[src/rtl/if_id_pipe.sv]
// IF/ID pipeline stage register: valid/ready handshake on both sides,
// stall/flush control, NOP bubble injection, an optional skid entry that
// makes the fetch-side ready a registered signal, and a saturating flush counter.
module if_id_pipe #(
  parameter int unsigned       XLEN   = 32,
  parameter int unsigned       INST_W = 32,
  parameter logic [INST_W-1:0] NOP    = 32'h00000013,
  parameter int unsigned       SKID   = 1,
  parameter int unsigned       CNT_W  = 8
) (
  input  logic              clk,
  input  logic              rst,
  input  logic              if_valid,
  output logic              if_ready,
  input  logic [XLEN-1:0]   if_pc,
  input  logic [INST_W-1:0] if_inst,
  input  logic              flush,
  input  logic              id_ready,
  output logic              id_valid,
  output logic [XLEN-1:0]   id_pc,
  output logic [INST_W-1:0] id_inst,
  output logic [CNT_W-1:0]  flush_cnt
);

  logic              main_valid_q, main_valid_d;
  logic [XLEN-1:0]   main_pc_q,    main_pc_d;
  logic [INST_W-1:0] main_inst_q,  main_inst_d;
  logic              skid_valid_q, skid_valid_d;
  logic [XLEN-1:0]   skid_pc_q,    skid_pc_d;
  logic [INST_W-1:0] skid_inst_q,  skid_inst_d;
  logic [CNT_W-1:0]  flush_cnt_q,  flush_cnt_d;

  logic accept;
  logic advance;

  // Fetch-side ready: registered skid occupancy, or combinational from decode without skid
  always_comb begin
    if (SKID != 0) begin
      if_ready = ~skid_valid_q;
    end else begin
      if_ready = id_ready | ~main_valid_q;
    end
  end

  // Handshake qualifiers and next-state for main register, skid entry and counter
  always_comb begin
    accept       = if_valid & if_ready;
    advance      = main_valid_q & id_ready;
    main_valid_d = main_valid_q;
    main_pc_d    = main_pc_q;
    main_inst_d  = main_inst_q;
    skid_valid_d = skid_valid_q;
    skid_pc_d    = skid_pc_q;
    skid_inst_d  = skid_inst_q;
    flush_cnt_d  = flush_cnt_q;

    if (flush && (flush_cnt_q != '1)) begin
      flush_cnt_d = flush_cnt_q + CNT_W'(1);
    end

    if (flush) begin
      main_valid_d = 1'b0;
      main_pc_d    = '0;
      main_inst_d  = NOP;
      skid_valid_d = 1'b0;
      skid_pc_d    = '0;
      skid_inst_d  = NOP;
    end else if (SKID != 0) begin
      if (!main_valid_q || advance) begin
        // Skid beat is older than the input beat, so it drains first
        if (skid_valid_q) begin
          main_valid_d = 1'b1;
          main_pc_d    = skid_pc_q;
          main_inst_d  = skid_inst_q;
          skid_valid_d = 1'b0;
          skid_pc_d    = '0;
          skid_inst_d  = NOP;
        end else if (accept) begin
          main_valid_d = 1'b1;
          main_pc_d    = if_pc;
          main_inst_d  = if_inst;
        end else begin
          main_valid_d = 1'b0;
          main_pc_d    = '0;
          main_inst_d  = NOP;
        end
      end else if (accept) begin
        skid_valid_d = 1'b1;
        skid_pc_d    = if_pc;
        skid_inst_d  = if_inst;
      end
    end else begin
      if (accept) begin
        main_valid_d = 1'b1;
        main_pc_d    = if_pc;
        main_inst_d  = if_inst;
      end else if (advance) begin
        main_valid_d = 1'b0;
        main_pc_d    = '0;
        main_inst_d  = NOP;
      end
    end
  end

  // State registers with asynchronous reset to the empty/NOP state
  always_ff @(posedge clk or posedge rst) begin
    if (rst) begin
      main_valid_q <= 1'b0;
      main_pc_q    <= '0;
      main_inst_q  <= NOP;
      skid_valid_q <= 1'b0;
      skid_pc_q    <= '0;
      skid_inst_q  <= NOP;
      flush_cnt_q  <= '0;
    end else begin
      main_valid_q <= main_valid_d;
      main_pc_q    <= main_pc_d;
      main_inst_q  <= main_inst_d;
      skid_valid_q <= skid_valid_d;
      skid_pc_q    <= skid_pc_d;
      skid_inst_q  <= skid_inst_d;
      flush_cnt_q  <= flush_cnt_d;
    end
  end

  // Outputs come straight from the main register
  always_comb begin
    id_valid  = main_valid_q;
    id_pc     = main_pc_q;
    id_inst   = main_inst_q;
    flush_cnt = flush_cnt_q;
  end

endmodule
[config.mk]
export PLATFORM = sky130hd
export DESIGN_NAME = if_id_pipe
export DESIGN_NICKNAME = d
export VERILOG_FILES = /design/src/rtl/if_id_pipe.sv
export SDC_FILE = /design/constraint.sdc
export NUM_CORES = 1
export LEC_CHECK = 0
export ABC_AREA = 1
export ABC_CLOCK_PERIOD_IN_PS = 3750
export BUFFER_PORTS_ARGS = -buffer_cell sky130_fd_sc_hd__buf_4
export CAP_MARGIN = 20
export CORE_MARGIN = 1.5
export CORE_UTILIZATION = 30
export DETAILED_ROUTE_END_ITERATION = 8
export GPL_TIMING_DRIVEN = 0
export PLACE_DENSITY = 0.57
export SKIP_LAST_GASP = 1
export SYNTH_ARGS = -nofsm -noshare
export SYNTH_HDL_FRONTEND = slang
export SYNTH_SLANG_ARGS = --single-unit
[constraint.sdc]
create_clock -name clk -period 3.75 [get_ports clk]
set_clock_uncertainty 0.2 [all_clocks]
set_input_delay 0.1875 -clock clk [delete_from_list [all_inputs] [get_ports clk]]
set_output_delay 0.1875 -clock clk [all_outputs]
set_load 0.01 [all_outputs]
==> flow_summary.rst <==
.. list-table::
   :header-rows: 1

   * - Metric
     - Value
   * - Status
     - complete, no violations
   * - Core Rows
     - 53
   * - Portion of total power attributed to combinational logic
     - 0.154
   * - Post-synth top flop
     - dfrtp_1
   * - Slew @ Worst Pin
     - 862.9 ps
   * - Relative area change from synthesis to final layout
     - 41.91%
   * - Starting Density
     - 0.3075
   * - Number of hold violations in the final report
     - 0
   * - Data arrival time of the worst path
     - 1670 ps
   * - Count of state elements after synthesis
     - 138
   * - Synthesized Nets
     - 766
   * - Detailed placer's ending HPWL
     - between 10,000 and 15,000 um
   * - Vias in the first global route
     - 5,660
   * - Register area share after synthesis
     - 0.5320
   * - Type of the tightest min-delay check
     - in2reg
   * - Cell count after synthesis
     - 696
   * - Pin count of the biggest net entering global routing
     - 41
   * - Number of flops mapped to enable cells by yosys
     - 0
   * - Overall track demand over capacity in global routing
     - 0.1636
   * - Average footprint of a synthesized cell
     - between 9 and 10 um^2
   * - Synth async-reset ratio
     - 1.000
   * - Number of violations reported at the end of detailed-routing iteration 0
     - 167
   * - Switching power share of the total
     - 0.2720
   * - Die W
     - 150.3 um
   * - Vias after detailed routing
     - 5,530
   * - I/O pin count
     - 143
   * - Top fanout value on the critical path
     - 10
   * - Final setup violating endpoints
     - 0
   * - Internal power
     - 2.867 mW
   * - Floorplan die height
     - ~150 um
   * - Number of CTS-inserted buffers
     - 17
   * - Setup Crit Path Kind
     - reg2out
   * - Number of warning messages in the yosys log
     - 0
   * - Period minus WS final
     - 2062 ps
   * - Area inside the core boundary
     - 0.02115 mm^2
   * - Slowest cell on the critical path
     - dfrtp_1
   * - Resize count post-CTS
     - 0
   * - Setup repair after global routing missed its margin
     - false
   * - Count of antenna diodes in the layout
     - 0
   * - CTS tree
     - built
   * - Total Neg Setup Slack
     - 0 ps
   * - Detailed Route WL
     - 17,750 um
   * - Routed wirelength normalized by instance count
     - 14.62 um
   * - Clock latency on the worst-skew pair
     - 430 ps
   * - Level count of the clock H-tree
     - 4
   * - CTS Sinks
     - 138
   * - Commonest cells after routing, fill and taps aside
     - 209 x nand2_1, 147 x buf_4, 132 x dfrtp_1
   * - GRT overflow
     - 0
   * - Layout cells sized above 1
     - 0.3152
   * - Number of buffer and inverter stages on the critical path
     - 5
   * - Post-CTS setup buffer count
     - 0
   * - Peak per-stage delay on the critical path
     - 370 ps
   * - Endpoint type of the worst setup path
     - primary output
   * - Power density relative to cell area
     - 426.6 mW/mm^2
   * - Switching Power
     - 1.071 mW
   * - Detailed-route vias per instance
     - 4.555
   * - Number of port buffers
     - 140
   * - First-pass GRT wire length
     - 28,700 um
   * - Root buf cell
     - clkbuf_16
   * - Final Total Pwr
     - about 4 mW
   * - Clock network fraction of total power
     - 0.428
   * - Max-slew violation count
     - 0
   * - Syn Std Cell Area
     - 0.006505 mm^2
   * - Register share of total power
     - 0.418
   * - Leading cell type in the layout, fill and taps excluded
     - nand2_1
   * - Residual DRC
     - 0
   * - Hold-fix buffers at CTS
     - 68
   * - Required time worst endpoint
     - approximately 3400 ps
   * - Cell class contributing the biggest share of worst-path delay
     - buffers and inverters
   * - IR Drop Worst-Case VDD
     - between 0.0002 and 0.0003 V
   * - LEAKAGE
     - 4.448 nW
   * - Achievable frequency
     - 484.9 MHz
   * - Final cycle utilization of the critical path
     - 0.5500
   * - DIE AREA
     - 0.02258 mm^2
   * - Maximum buffer depth of the clock tree
     - 2
   * - Most used cell, CP
     - buf_4
   * - Relative slew margins
     - 0.4235
   * - Cells traversed along the worst timing path
     - buf_6, inv_4, buf_4, buf_2, buf_4
   * - Clock-pin slew of the registers on the worst-case setup and hold paths
     - 60 ps
   * - Number of nets still failing antenna checks after routing
     - 0
   * - Max-Cap Viols
     - 0
   * - Number of antenna violations at the first check in global routing
     - 0
   * - Final RePlAce weighted congestion
     - between 0.7 and 0.8
   * - Nets
     - 996
   * - Number of detailed-routing iterations run before antenna repair
     - 4
   * - Number of fill cells
     - slightly above 2,000
   * - Count of unique library cells instantiated by Yosys
     - 26
   * - Kind of start point of the critical path
     - register
-- cell usage after synthesis, types with 4 or more instances --
master	n	area [um^2]
o22ai_2	59	738.2
nand2_1	209	784.5
nand3_1	64	320.3
buf_6	13	146.4
a22o_1	14	122.6
buf_2	21	105.1
inv_2	7	26.28
o21ai_1	48	240.2
dfrtp_1	132	3303
nor2_1	14	52.55
inv_1	69	259.0
o21ai_0	8	40.04
dfstp_2	6	157.7
clkbuf_1	4	15.01
buf_4	7	52.55
-- final timing paths --
kind	start	cells after the start	slack [ps]	to
worst min register to register	skid_inst_q[4]$_DFFE_PP1P_	2	270	skid_inst_q[4]$_DFFE_PP1P_
min in group asynchronous	rst	3	300	id_pc[6]$_DFFE_PP0N_
max in group asynchronous	rst	4	2360	skid_inst_q[4]$_DFFE_PP1P_
worst min-delay path	if_valid	3	40	skid_inst_q[16]$_DFFE_PP0P_
worst max register to register	skid_valid_q$_DFFE_PP0P_	5	1730	id_valid$_DFFE_PP0N_
worst max-delay path	skid_valid_q$_DFFE_PP0P_	5	1690	if_ready
-- area by class of cell --
cell class / count / area [um^2] / share of cell area
inverters: 77 / 295.3 / 0.03199
clock inverters: 14 / 147.6 / 0.01599
well taps: 275 / 344.1 / 0.03727
plain buffers: 48 / 330.3 / 0.03578
clock buffers: 18 / 439.2 / 0.04757
flip-flops and latches: 138 / 3461 / 0.3749
repair buffers: 211 / 1792 / 0.1941
multi-input cells: 433 / 2422 / 0.2624
-- sequential cells by signal (all words and copies together) (netlist names) --
name,flops
flush_cnt,8
id_inst,32
id_pc,32
skid_pc_q,32
id_valid,1
skid_valid_q,1
skid_inst_q,32
-- power by group through the flow --
stage / registers, mW / clock network (mW) / logic, mW
after global routing: 1.66 / 1.79 / 0.668
after detailed placement: 1.67 / 0 / 0.555
after global placement: 1.67 / 0 / 0.545
after floorplan: 1.69 / 0 / 0.292
final: 1.65 / 1.69 / 0.606
after CTS: 1.65 / 1.73 / 0.615
-- stage by stage --
stage | cells | hold WS (ps) | util | setup slack [ps] | area (um^2)
after global routing | 1214 | 50.83 | 0.4364 | 1617 | 9231
after floorplan | 696 | 120.8 | - | 1646 | 6509
after global placement | 1111 | 223.1 | 0.3736 | 555.9 | 7904
after CTS | 1214 | 31.16 | 0.4364 | 1660 | 9231
after detailed placement | 1114 | 204.4 | 0.3765 | 1894 | 7964
final | 1214 | 35.57 | 0.4364 | 1688 | 9231
-- cell families after synthesis --
kind of cell,count (synthesis),share of synthesized area
AND/OR/NAND/NOR,294,0.1854
flip-flops,138,0.5320
AO/OA/AOI/OAI,136,0.1823
buffers and inverters,125,0.09560
XOR/XNOR,2,0.002693
adder cells (fa/ha/maj),1,0.001923
-- layer usage --
layer / GRT usage / vias to the layer above / wire length [um]
li1: - / 2740 / -
met1: 0.2187 / 2656 / 8576
met2: 0.2663 / 114 / 8293
met3: 0.03152 / 20 / 627
met4: 0.05245 / 0 / 252
met5: 0 / - / 0
-- worst min-delay path: cells and delay by family --
family	cells	cell delay, ps
buf+inv	1	190
simple gates	1	140
compound gates	1	90
Power figures use the tool's default switching activity.
